**config.mk**
```make
export PLATFORM = sky130hd
export DESIGN_NAME = uart_rx_ctrl
export DESIGN_NICKNAME = d
export VERILOG_FILES = /design/src/rtl/uart_pkg.sv /design/src/rtl/sync_fifo.sv /design/src/rtl/uart_rx_ctrl.sv
export SDC_FILE = /design/constraint.sdc
export NUM_CORES = 1
export LEC_CHECK = 0
export BUFFER_PORTS_ARGS = -buffer_cell sky130_fd_sc_hd__buf_4
export CAP_MARGIN = 30
export CORE_ASPECT_RATIO = 1.4
export CORE_UTILIZATION = 59
export DETAILED_ROUTE_END_ITERATION = 10
export GPL_TIMING_DRIVEN = 0
export PLACE_DENSITY = 0.8
export SLEW_MARGIN = 15
export SYNTH_ARGS = -nofsm -noshare
export SYNTH_HDL_FRONTEND = slang
export SYNTH_HIERARCHICAL = 1
export SYNTH_SLANG_ARGS = --single-unit
```
**constraint.sdc**
```tcl
create_clock -name clk -period 4.1 [get_ports clk]
set_input_delay 0.82 -clock clk [delete_from_list [all_inputs] [get_ports clk]]
set_output_delay 0.82 -clock clk [all_outputs]
set_load 0.03 [all_outputs]
```
**src/rtl/uart_pkg.sv**
```systemverilog
// Shared UART definitions: receive-controller state encoding, FIFO entry
// layout and the baud/parity codes understood by both UART_Rx and UART_Tx.
package uart_pkg;

  typedef enum logic [1:0] {
    RUN      = 2'd0,
    CFG_WAIT = 2'd1,
    SETTLE   = 2'd2
  } rx_ctrl_state_t;

  typedef struct packed {
    logic [2:0] err;
    logic [7:0] data;
  } rx_entry_t;

  localparam logic [1:0] BAUD_9600   = 2'b00;
  localparam logic [1:0] BAUD_19200  = 2'b01;
  localparam logic [1:0] BAUD_57600  = 2'b10;
  localparam logic [1:0] BAUD_115200 = 2'b11;

  localparam logic [1:0] PARITY_NONE = 2'b00;
  localparam logic [1:0] PARITY_ODD  = 2'b01;
  localparam logic [1:0] PARITY_EVEN = 2'b10;

  // Any nonzero error bit from UART_Rx marks the frame as bad.
  function automatic logic is_frame_err(input logic [2:0] err);
    return err != 3'b000;
  endfunction

endpackage

```
**src/rtl/sync_fifo.sv**
```systemverilog
// Single-clock FIFO. The head entry is presented from storage addressed by
// a registered read pointer, so a pushed word is visible one cycle later.
// A push into a full FIFO is accepted only when a pop happens in the same cycle.
module sync_fifo #(
  parameter int WIDTH = 11,
  parameter int DEPTH = 8
) (
  input  logic                     clk,
  input  logic                     rst,
  input  logic                     push,
  input  logic [WIDTH-1:0]         push_data,
  input  logic                     pop,
  output logic [WIDTH-1:0]         pop_data,
  output logic                     full,
  output logic                     empty,
  output logic [$clog2(DEPTH):0]   level
);

  localparam int AW = $clog2(DEPTH);

  logic [WIDTH-1:0] mem [DEPTH];
  logic [AW-1:0]    wr_ptr;
  logic [AW-1:0]    rd_ptr;
  logic             do_push;
  logic             do_pop;

  assign empty    = (level == '0);
  assign full     = (level == (AW+1)'(DEPTH));
  assign do_pop   = pop && !empty;
  assign do_push  = push && (!full || do_pop);
  // Empty FIFO shows zero so the head never exposes stale storage.
  assign pop_data = empty ? '0 : mem[rd_ptr];

  // Storage write.
  // NOTE: the data array has no reset; validity is carried by level/pointers,
  // and leaving it unreset lets it map onto plain RAM/flops without a reset tree.
  always_ff @(posedge clk) begin
    if (do_push) mem[wr_ptr] <= push_data;
  end

  // Pointer and occupancy tracking; pointers wrap naturally at power-of-2 depth.
  // NOTE: sequential state uses non-blocking assignments so every flop samples
  // pre-edge values regardless of statement order.
  always_ff @(posedge clk or posedge rst) begin
    if (rst) begin
      wr_ptr <= '0;
      rd_ptr <= '0;
      level  <= '0;
    end else begin
      if (do_push) wr_ptr <= wr_ptr + 1'b1;
      if (do_pop)  rd_ptr <= rd_ptr + 1'b1;
      case ({do_push, do_pop})
        2'b10:   level <= level + 1'b1;
        2'b01:   level <= level - 1'b1;
        default: level <= level;
      endcase
    end
  end

endmodule

```
**src/rtl/uart_rx_ctrl.sv**
```systemverilog
// Receive-side controller between UART_Rx and the system bus. Owns the Rx
// configuration (applied only while the receiver is idle, followed by a settle
// window), queues completed frames into a FIFO and keeps error statistics.
module uart_rx_ctrl
  import uart_pkg::*;
#(
  parameter int FIFO_DEPTH = 8,
  parameter int SETTLE_CYC = 16,
  parameter int ERR_CNT_W  = 8
) (
  input  logic                          clk,
  input  logic                          rst,
  input  logic                          cfg_wr,
  input  logic [1:0]                    cfg_baud,
  input  logic [1:0]                    cfg_parity,
  input  logic                          cfg_drop_err,
  input  logic                          clr_stats,
  input  logic                          rx_active,
  input  logic                          rx_done,
  input  logic [2:0]                    rx_error,
  input  logic [7:0]                    rx_data,
  output logic [1:0]                    baud_rate,
  output logic [1:0]                    parity_type,
  output logic                          cfg_busy,
  output logic                          m_valid,
  output logic [7:0]                    m_data,
  output logic [2:0]                    m_err,
  input  logic                          m_ready,
  output logic [$clog2(FIFO_DEPTH):0]   fifo_level,
  output logic                          overflow,
  output logic [ERR_CNT_W-1:0]          err_cnt
);

  localparam int SW = $clog2(SETTLE_CYC + 1);

  rx_ctrl_state_t state, state_next;

  logic          active_s1, active_s2;
  logic          done_s1, done_s2, done_d;
  logic          done_pulse;

  logic [1:0]    pend_baud, pend_parity;
  logic          pend_drop;
  logic          drop_err;
  logic [SW-1:0] settle_cnt;
  logic          apply;

  logic          cap_en, cap_err, cap_keep;
  logic          fifo_push, fifo_pop, fifo_full, fifo_empty;
  rx_entry_t     push_entry, head_entry;

  assign done_pulse = done_s2 && !done_d;

  // Two-flop synchronisers for the UART_Rx status flags plus done edge history.
  always_ff @(posedge clk or posedge rst) begin
    if (rst) begin
      active_s1 <= 1'b0;
      active_s2 <= 1'b0;
      done_s1   <= 1'b0;
      done_s2   <= 1'b0;
      done_d    <= 1'b0;
    end else begin
      active_s1 <= rx_active;
      active_s2 <= active_s1;
      done_s1   <= rx_done;
      done_s2   <= done_s1;
      done_d    <= done_s2;
    end
  end

  // Next-state logic; a fresh cfg_wr always restarts the wait for idle.
  // NOTE: state_next is assigned a default before the case so no path leaves
  // it unassigned, which would otherwise infer a latch.
  always_comb begin
    state_next = state;
    case (state)
      RUN:      if (cfg_wr) state_next = CFG_WAIT;
      CFG_WAIT: if (!cfg_wr && !active_s2 && !done_pulse) state_next = SETTLE;
      SETTLE: begin
        if (cfg_wr)                   state_next = CFG_WAIT;
        else if (settle_cnt == SW'(1)) state_next = RUN;
      end
      default:  state_next = RUN;
    endcase
  end

  assign apply = (state == CFG_WAIT) && (state_next == SETTLE);

  // State register; cfg_busy is registered from the next state so it tracks state!=RUN.
  always_ff @(posedge clk or posedge rst) begin
    if (rst) begin
      state    <= RUN;
      cfg_busy <= 1'b0;
    end else begin
      state    <= state_next;
      cfg_busy <= (state_next != RUN);
    end
  end

  // Pending/active configuration and the settle-window counter.
  always_ff @(posedge clk or posedge rst) begin
    if (rst) begin
      pend_baud   <= BAUD_9600;
      pend_parity <= PARITY_NONE;
      pend_drop   <= 1'b0;
      baud_rate   <= BAUD_9600;
      parity_type <= PARITY_NONE;
      drop_err    <= 1'b0;
      settle_cnt  <= '0;
    end else begin
      if (cfg_wr) begin
        pend_baud   <= cfg_baud;
        pend_parity <= cfg_parity;
        pend_drop   <= cfg_drop_err;
      end
      if (apply) begin
        baud_rate   <= pend_baud;
        parity_type <= pend_parity;
        drop_err    <= pend_drop;
        settle_cnt  <= SW'(SETTLE_CYC);
      end else if (state == SETTLE && !cfg_wr && settle_cnt != '0) begin
        settle_cnt  <= settle_cnt - 1'b1;
      end
    end
  end

  // Frame capture decisions; frames finishing during the settle window are ignored.
  assign cap_en     = done_pulse && (state != SETTLE);
  assign cap_err    = is_frame_err(rx_error);
  assign cap_keep   = cap_en && !(cap_err && drop_err);
  assign fifo_pop   = m_valid && m_ready;
  assign fifo_push  = cap_keep && (!fifo_full || fifo_pop);
  assign push_entry = '{err: rx_error, data: rx_data};

  // Error statistics: saturating error counter and sticky overflow, clear wins.
  always_ff @(posedge clk or posedge rst) begin
    if (rst) begin
      err_cnt  <= '0;
      overflow <= 1'b0;
    end else if (clr_stats) begin
      err_cnt  <= '0;
      overflow <= 1'b0;
    end else begin
      if (cap_en && cap_err && err_cnt != {ERR_CNT_W{1'b1}})
        err_cnt <= err_cnt + 1'b1;
      if (cap_keep && fifo_full && !fifo_pop)
        overflow <= 1'b1;
    end
  end

  sync_fifo #(
    .WIDTH ($bits(rx_entry_t)),
    .DEPTH (FIFO_DEPTH)
  ) u_fifo (
    .clk       (clk),
    .rst       (rst),
    .push      (fifo_push),
    .push_data (push_entry),
    .pop       (fifo_pop),
    .pop_data  (head_entry),
    .full      (fifo_full),
    .empty     (fifo_empty),
    .level     (fifo_level)
  );

  assign m_valid = !fifo_empty;
  assign m_data  = head_entry.data;
  assign m_err   = head_entry.err;

endmodule

```
## Yosys cells after proc, flatten, opt, wreduce, memory -nomap -nowiden

Memories as Yosys holds them, arrays and structs flattened.
Index checks and enable logic that the tools add are counted.
W data, S select, Z words.

- Register bits after elaboration: 42
- Memory bits (writable): 88
- Word-level logic and storage cells: 86
- Memories kept: 1

- Add/sub/neg operators: 6
- Equality and inequality tests: 9
- Multiplexer cells: 15
- Reductions and logical operators: 36

Memories:

| name | depth | bits a word | read ports | clocked after Yosys merged registers in | write ports | RTL line | RTL |
|---|---|---|---|---|---|---|---|
| u_fifo.mem | 8 | 11 | 1 | 0 | 1 | sync_fifo.sv:21 | `logic [WIDTH-1:0] mem [DEPTH];` |

Operator list:

| kind | count |
|---|---|
| $logic_and A1 B1 Y1 | 17 |
| $mux W8 | 2 |
| $mux W11 | 1 |
| $mux W5 | 2 |
| $reduce_bool A2 Y1 | 5 |
| $add A8 B1 Y8 const B | 1 |
| $logic_not A1 Y1 | 8 |
| $mux W2 | 4 |
| $ne A8 B8 Y1 const B | 1 |
| $pmux W4 S2 | 1 |
| $add A3 B1 Y3 const B | 2 |
| $eq A2 B2 Y1 const B | 3 |
| $pmux W2 S3 | 1 |
| $eq A5 B1 Y1 const B | 1 |
| $reduce_bool A5 Y1 | 1 |
| $sub A5 B1 Y5 const B | 1 |
| $add A4 B1 Y4 const B | 1 |
| $eq A2 B1 Y1 const B | 2 |
| $eq A4 B4 Y1 const B | 1 |
| $logic_not A4 Y1 | 1 |
| $mux W1 | 4 |
| $sub A4 B1 Y4 const B | 1 |
| $reduce_bool A3 Y1 | 1 |
| $logic_not A2 Y1 | 1 |
| other kinds (2) | 3 |

## Logic depth before layout (Yosys ltp)

Gate-level depths: netlist of the first run.

- Word-level depth: 9
- Depth in mapped cells: 15

## By module

Netlist of the first run, hierarchy kept.

Modules (own cells, without submodules):

| module | instances | cells an instance | area an instance (um2) |
|---|---|---|---|
| sync_fifo | 1 | 210 | 4001.3 |
| uart_rx_ctrl | 1 | 129 | 1472.7 |

## Worst setup path after synthesis of the first run

No wires, ideal clock.

- Path type: reg2reg
- Start: reg u_fifo.level[0]
- End: mem u_fifo.mem[0][0] (enable)
- Setup time: 393 ps
- Arrival time: 3347 ps
- Setup slack: 360 ps
- Stages on the path, launching flop included: 11
- Period minus slack after synthesis: 3740 ps
- Cells stage by stage: dfrtp_1 or3_1 buf_6 nor2_1 buf_2 inv_1 nand2_1 a21boi_0 o21a_1 nand2b_1 nor3_1

- Word-level cells in the longest chain between the ends: 8
- Elaborated cells between the ends (all ways): 12

RTL lines:

| item | RTL line | RTL |
|---|---|---|
| from (decl) | sync_fifo.sv:16 | `output logic [$clog2(DEPTH):0] level` |
| from (signal assigned) | sync_fifo.sv:53 | `2'b10: level <= level + 1'b1;` |
| from (signal assigned) | sync_fifo.sv:54 | `2'b01: level <= level - 1'b1;` |
| from (signal assigned) | sync_fifo.sv:55 | `default: level <= level;` |
| $logic_not A4 Y1 | sync_fifo.sv:27 | `assign empty = (level == '0);` |
| net fifo_empty | uart_rx_ctrl.sv:49 | `logic fifo_push, fifo_pop, fifo_full, fifo_empty;` |
| $logic_not A1 Y1 | uart_rx_ctrl.sv:166 | `assign m_valid = !fifo_empty;` |
| net m_valid | uart_rx_ctrl.sv:25 | `output logic m_valid,` |
| $logic_and A1 B1 Y1 | uart_rx_ctrl.sv:131 | `assign fifo_pop = m_valid && m_ready;` |
| $logic_or A1 B1 Y1 | uart_rx_ctrl.sv:132 | `assign fifo_push = cap_keep && (!fifo_full \|\| fifo_pop);` |
| $logic_and A1 B1 Y1 | uart_rx_ctrl.sv:132 |  |
| net fifo_push | uart_rx_ctrl.sv:49 |  |
| $logic_and A1 B1 Y1 | sync_fifo.sv:30 | `assign do_push = push && (!full \|\| do_pop);` |
| $mux W1 | sync_fifo.sv:38 | `if (do_push) mem[wr_ptr] <= push_data;` |
| $mux W1 (not written as such) | sync_fifo.sv:38 |  |
| to (decl) | sync_fifo.sv:21 |  |

The timed path passes the listed nets, and every way through them passes these cells.

## Worst setup path in the final report of the first run

- Start: reg u_fifo.level[0]
- End: reg u_fifo.level[3]

- Word-level cells in the longest chain between the ends: 8
- Elaborated cells between the ends (all ways): 16

RTL lines:

| item | RTL line | RTL |
|---|---|---|
| $logic_not A4 Y1 (*) | sync_fifo.sv:27 |  |
| net fifo_empty | uart_rx_ctrl.sv:49 |  |
| $logic_not A1 Y1 (*) | uart_rx_ctrl.sv:166 |  |
| $logic_and A1 B1 Y1 (*) | uart_rx_ctrl.sv:131 |  |
| net fifo_pop | uart_rx_ctrl.sv:49 |  |
| $logic_or A1 B1 Y1 or $logic_and A1 B1 Y1 (tied branches) | uart_rx_ctrl.sv:132, sync_fifo.sv:29 |  |
| $logic_and A1 B1 Y1 or $logic_or A1 B1 Y1 (tied branches) | uart_rx_ctrl.sv:132, sync_fifo.sv:30 |  |
| $logic_and A1 B1 Y1 | sync_fifo.sv:30 |  |
| $eq A2 B1 Y1 or $eq A2 B2 Y1 (tied branches) | sync_fifo.sv:52 | `case ({do_push, do_pop})` |
| $pmux W4 S2 or $reduce_bool A2 Y1 (tied branches) | -- |  |

Mark *: on every way through the listed nets, which the timed path passes. The rest lies on a longest branch.
A chain may end at the register's enable or synchronous reset.

==> results of run 1 <==
-- area by class of cell --
type	count	area share, %
Sequential cell	130	55.6
Clock inverter	8	1.70
Clock buffer	24	6.80
Multi-Input combinational cell	181	25.0
Inverter	15	0.848
Timing Repair Buffer	59	6.86
Tap cell	107	2.02
Buffer	13	1.09
-- path summary, 6_finish.rpt --
path | start | end | cells after the start
worst max-delay path | u_fifo/level[0] | u_fifo/level[3] | 15
worst min-delay path | active_s1 | active_s2 | 0
worst max register to register | u_fifo/level[0] | u_fifo/level[3] | 15
worst min register to register | active_s1 | active_s2 | 0
max in group asynchronous | rst | parity_type[1] | 2
min in group asynchronous | rst | u_fifo/level[0] | 2
-- stage by stage --
stage	util, %	power, W
detailed placement	67.2	0.00318
floorplan	-	0.00273
CTS	73.5	0.00464
finish	73.5	0.00461
global route	73.5	0.00481
global placement	66.3	0.00312
-- power breakdown --
group          leakage, nW  switching, W  internal [W]
Sequential            1.31      0.000118       0.00155
Clock                0.275      0.000496      0.000947
Combinational        0.982      0.000828      0.000667
Total                 2.57       0.00144       0.00316
-- flip-flops by register name (all words and copies together), names as in the netlist, 2 cells and up --
signal / flops
baud_rate: 2
err_cnt: 8
parity_type: 2
pend_baud: 2
pend_parity: 2
settle_cnt: 5
state: 2
u_fifo/level: 4
u_fifo/mem: 88
u_fifo/rd_ptr: 3
u_fifo/wr_ptr: 3
-- synth_stat cells, drive strengths merged, types with 2 or more instances --
master,instances
ha,8
o21ai,5
xnor2,5
a21oi,7
mux2,13
a211oi,3
o311ai,2
or3,4
nand2b,7
xor2,2
mux2i,13
edfxtp,88
nor2b,3
nand4,2
nand2,18
buf,13
o41ai,2
o31ai,4
nor3,5
mux4,22
inv,15
a21boi,2
o21a,4
dfrtp,42
nor3b,2
nor2,27
nand3,3
nor4,2
a31oi,2
or4,4
-- cell families after synthesis --
group / after synthesis
compound gates: 37
xor+xnor: 7
fa+ha+maj: 9
buf+inv: 28
flops: 130
mux: 48
simple gates: 80
-- layer usage --
| layer | wire (µm) | track usage [%] | part of all wire [%] |
|---|---|---|---|
| met5 | 0 | 0 | 0 |
| met4 | 140 | 9.43 | 1.3 |
| met3 | 502 | 6.77 | 4.8 |
| met2 | 5790 | 42.1 | 55 |
| met1 | 4050 | 27.1 | 39 |
-- critical path, cell delays in order, from the launching register on --
cell	delay (ns)
dfrtp_1	0.40
or3_1	0.39
buf_6	0.15
nor2_1	0.20
buf_2	0.31
inv_1	0.09
nand2_1	0.13
inv_1	0.17
o21ai_2	0.16
nand2b_1	0.20
inv_1	0.08
ha_1	0.27
a211oi_1	0.09
or3_1	0.40
o211ai_1	0.18
o221ai_1	0.13
==> run metrics, run 1 <==
Yosys reg bits 130; Root Buffer clkbuf_16; Die Footprint 0.00967 mm²; dpl ws 0.342 ns; wirelength, routed 10500 µm; Avg Inst Size Synth 16.1 µm²; Critical Path Start Type register; CP max FO 10; post-synth design cell area 0.00547 mm²; final HPWL from detailed placement 6750 µm; post-synthesis mux area share 14.4%; post-route cell area 0.00664 mm²; ant diodes 0; share of cells above drive strength 1 31.4%; total number of vias 3181; Cell Area, Placed 0.00607 mm²; CP endpoint kind register; class of the worst hold path register to register; Synthesized Nets 371; WL/cell 19.5 µm; post-route insts no fill 537; Synth Warn # 6; initial antenna violation count 0; synth unique cells 51; drt pass-1 iters 4; global-route wire length before repair 16600 µm; XOR/XNOR share of the synthesized area 1.12%; Synth Area in Simple Gates 7.27%; Post-DRT Antenna Nets 0; top cell type's share of synthesized area 48.3%; crit share post-route 85.0%; maximum vdd drop 0.443 mV; post-synthesis sequential area ratio 67.5%; DIE HEIGHT 116 µm; worst clock skew 0.00849 ns; row count 41; Tmin final 3.48 ns; total grt overflow 0; Synth Area in Compound Gates 5.14%; later-pin clock latency in the skew report 0.41 ns; WP data required 4.37 ns; final hold viol count 0; RSZ-0062 raised after global routing false; Clock Pin Slew Worst Setup and Hold Paths 0.05 ns; IO Port Bufs 50; final worst slack 0.617 ns; Fillers 553; Die Span X 83.4 µm; most common cell after layout, fill and taps aside edfxtp_1; slew margin rel. 52.4%; main combinational cell family by area after synthesis multiplexers; EDFF count, synth 88; CTS tree yes; Adder-Cell Fraction of Synth Area 2.19%; drt via density 5.92; synth top area cells edfxtp_1, dfrtp_1, mux4_2, mux2i_1, nor2_1; Post-synth top flop edfxtp_1; P per Cell Area 694 mW/mm²; H-tree levels 4; largest net degree at the start of global routing 33; I/O pins 53; vias in the first global route 3291; Reg2Reg Setup Slack 0.62 ns; number of DRC violations after detailed-routing iteration 0 224; Post-Place Cells 504; multi-input logic area 0.00166 mm²; Leak 2.57 nW; status finished, final reports clean; final slew viol count 0; MaxCap Viol Count 0; clock sink count 130; Min Hold Slack 0.346 ns; most frequent cells in the layout edfxtp_1, buf_4, dfrtp_1; Worst-Margin Slew 0.703 ns; gr usage total 23.6%; Core ar. 0.00903 mm²; Remaining DRCs 0; CP Class register to register; CTS buffer count 17; area leader, netlist edfxtp_1; postcts setup bufs 0; Sequential Area 0.00369 mm²; P&R area growth vs syn 21.3%; initial core utilization 60.6%; Synth Instances 339; Worst EP arrival 3.76 ns; final setup TNS 0 ns; final setup fails 0; hold buffer count at CTS 0; Clock Path Buffers 2; Post-synth ARST share 32.3%; routability cong. 0.785; f_max 287 MHz; CTS resizes 0; Final #Nets 449
Note: power is estimated with default switching activity, not from simulation.
==> run 2: changes to the inputs <==
--- a/config.mk
+++ b/config.mk
@@ -8,10 +8,10 @@
 export BUFFER_PORTS_ARGS = -buffer_cell sky130_fd_sc_hd__buf_4
 export CAP_MARGIN = 30
 export CORE_ASPECT_RATIO = 1.4
-export CORE_UTILIZATION = 59
+export CORE_UTILIZATION = 53
 export DETAILED_ROUTE_END_ITERATION = 10
 export GPL_TIMING_DRIVEN = 0
-export PLACE_DENSITY = 0.8
+export PLACE_DENSITY = 0.75
 export SLEW_MARGIN = 15
 export SYNTH_ARGS = -nofsm -noshare
 export SYNTH_HDL_FRONTEND = slang
==> constraint.sdc (replaced) <==
create_clock -name clk -period 3 [get_ports clk]
set_input_delay 0.6 -clock clk [delete_from_list [all_inputs] [get_ports clk]]
set_output_delay 0.6 -clock clk [all_outputs]
set_load 0.03 [all_outputs]
==> run metrics, run 2 (synthesized netlist as in run 1, its figures left out) <==
status finished, final reports clean; CP endpoint kind register; share of cells above drive strength 1 37.8%; wirelength, routed 10700 µm; Critical Path Max Stage Delay 0.58 ns; reg2reg path depth 10; sequential share of power 35.4%; Tmin final 2.90 ns; P&R area growth vs syn 25.3%; Clock Path Buffers 2; largest register by flop count u_fifo/mem; CP max FO 7; most common cell after layout, fill and taps aside edfxtp_1; CP startpoint u_fifo/level[2]; Die Span X 87.9 µm; drt pass-1 iters 6; maximum vdd drop 0.500 mV; Final #Nets 458; total number of vias 3227; total grt overflow 0; P per Cell Area 943 mW/mm²; hold buffer count at CTS 0; ant diodes 0; Sw Share 32.1%; number of DRC violations after detailed-routing iteration 0 159; Largest regs u_fifo/mem (88), err_cnt (8), settle_cnt (5); CTS tree yes; class of the worst hold path input pin to asynchronous set/reset pin; largest net degree at the start of global routing 33; Critical Path Start Type register; final setup fails 0; fin util 68.9%; CTS buffer count 17; clock sink count 130; initial core utilization 55.0%; f_max 345 MHz; Worst EP arrival 3.02 ns; Die Footprint 0.0107 mm²; later-pin clock latency in the skew report 0.42 ns; initial antenna violation count 0; dpl ws -0.143 ns; Pint 0.00439 W; Worst-Margin Slew 0.713 ns; crit-path cells or3_4 > nor2_4 > buf_8 > clkinvlp_4 > nand2_4 > a21boi_2 > o21a_1 > nand2_1 > nor2_1 > buf_6; final worst slack 0.104 ns; CP Class register to register; Post-DRT Antenna Nets 0; Core ar. 0.00995 mm²; CP bufs+invs 3; H-tree levels 4; most frequent cells in the layout edfxtp_1, buf_4, dfrtp_1; r2r startpoint u_fifo/level[2]; clock network fraction of total power 30.5%; Worst path depth 10; slew margin rel. 52.3%; DIE HEIGHT 122 µm; final slew viol count 0; Root Buffer clkbuf_16; final HPWL from detailed placement 6910 µm; worst clock skew 0.00983 ns; post-route insts no fill 574; Crit-path slowest cell nor2_1; crit share post-route 96.5%; row count 43; Sw Pwr 0.00208 W; drt via density 5.62; IO Port Bufs 50; Clock Pin Slew Worst Setup and Hold Paths 0.06 ns; Remaining DRCs 0; I/O pins 53; vias in the first global route 3194; WL/cell 18.7 µm; Post-Place Cells 532; global-route wire length before repair 16600 µm; gr usage total 22.0%; Leak 2.62 nW; routability cong. 0.762; WP data required 3.12 ns; crit-path leading delay family simple AND/OR/NAND/NOR gates; final hold viol count 0; max reg flops 88; MaxCap Viol Count 0; Comb pwr share 34.1%
-- run 2: cell count changes in the layout (fill, tap and decap cells not counted), moves of 3 or more --
cell	delta
nor2_1	-3
buf_4	+8
clkbuf_1	-6
inv_1	-3
clkinvlp_4	+4
-- run 2: worst paths after layout --
kind	slack, ns	to
setup reg to reg	0.10	u_fifo/mem[5][1]
hold reg to reg	0.35	done_s2
setup / recovery	0.10	u_fifo/mem[5][1]
min in group clk	0.29	done_s1
hold / removal	0.21	u_fifo/wr_ptr[2]
max in group asynchronous	2.27	cfg_busy
-- run 2: final cells by class --
class / instances / area, µm²
Fill cell: 660 / 3100
Clock inverter: 12 / 114
Clock buffer: 20 / 457
Inverter: 15 / 65.1
Timing Repair Buffer: 69 / 544
Tap cell: 135 / 169
Multi-Input combinational cell: 181 / 1740
Sequential cell: 130 / 3700
Buffer: 12 / 72.6
-- run 2: power groups by stage --
| stage | sequential (W) | combinational [W] | clock (W) |
|---|---|---|---|
| finish | 0.00229 | 0.00221 | 0.00197 |
| global route | 0.00231 | 0.00239 | 0.00208 |
| CTS | 0.00229 | 0.00215 | 0.00199 |
| floorplan | 0.00238 | 0.00142 | 0 |
| global placement | 0.00231 | 0.00205 | 0 |
| detailed placement | 0.00232 | 0.00211 | 0 |
-- run 2: timing repair --
item	CTS	global route
buffers inserted	1	10
pin swaps	0	5
resized for setup	4	3
setup endpoints to repair	21	32
-- run 2: stage by stage --
| stage | TNS, ns | total power, W | hold WS, ns | instance area (µm²) |
|---|---|---|---|---|
| floorplan | -0.0966 | 0.00380 | 0.331 | 5550 |
| global placement | -26.30 | 0.00436 | 0.334 | 6100 |
| detailed placement | -3.55 | 0.00443 | 0.337 | 6180 |
| CTS | -0.0288 | 0.00642 | 0.207 | 6770 |
| global route | -0.0217 | 0.00678 | 0.235 | 6860 |
| finish | 0 | 0.00647 | 0.208 | 6860 |
-- run 2: routing by layer --
layer  track usage [%]  vias to the layer above  share of wire [%]  wire, µm
met5                 0                        -                  0         0
met4              8.20                        0                1.6       170
met3              5.72                       20                3.2       348
met2              37.9                       67                 54      5830
met1              26.2                     1672                 41      4390
li1                  -                     1468                  -         -
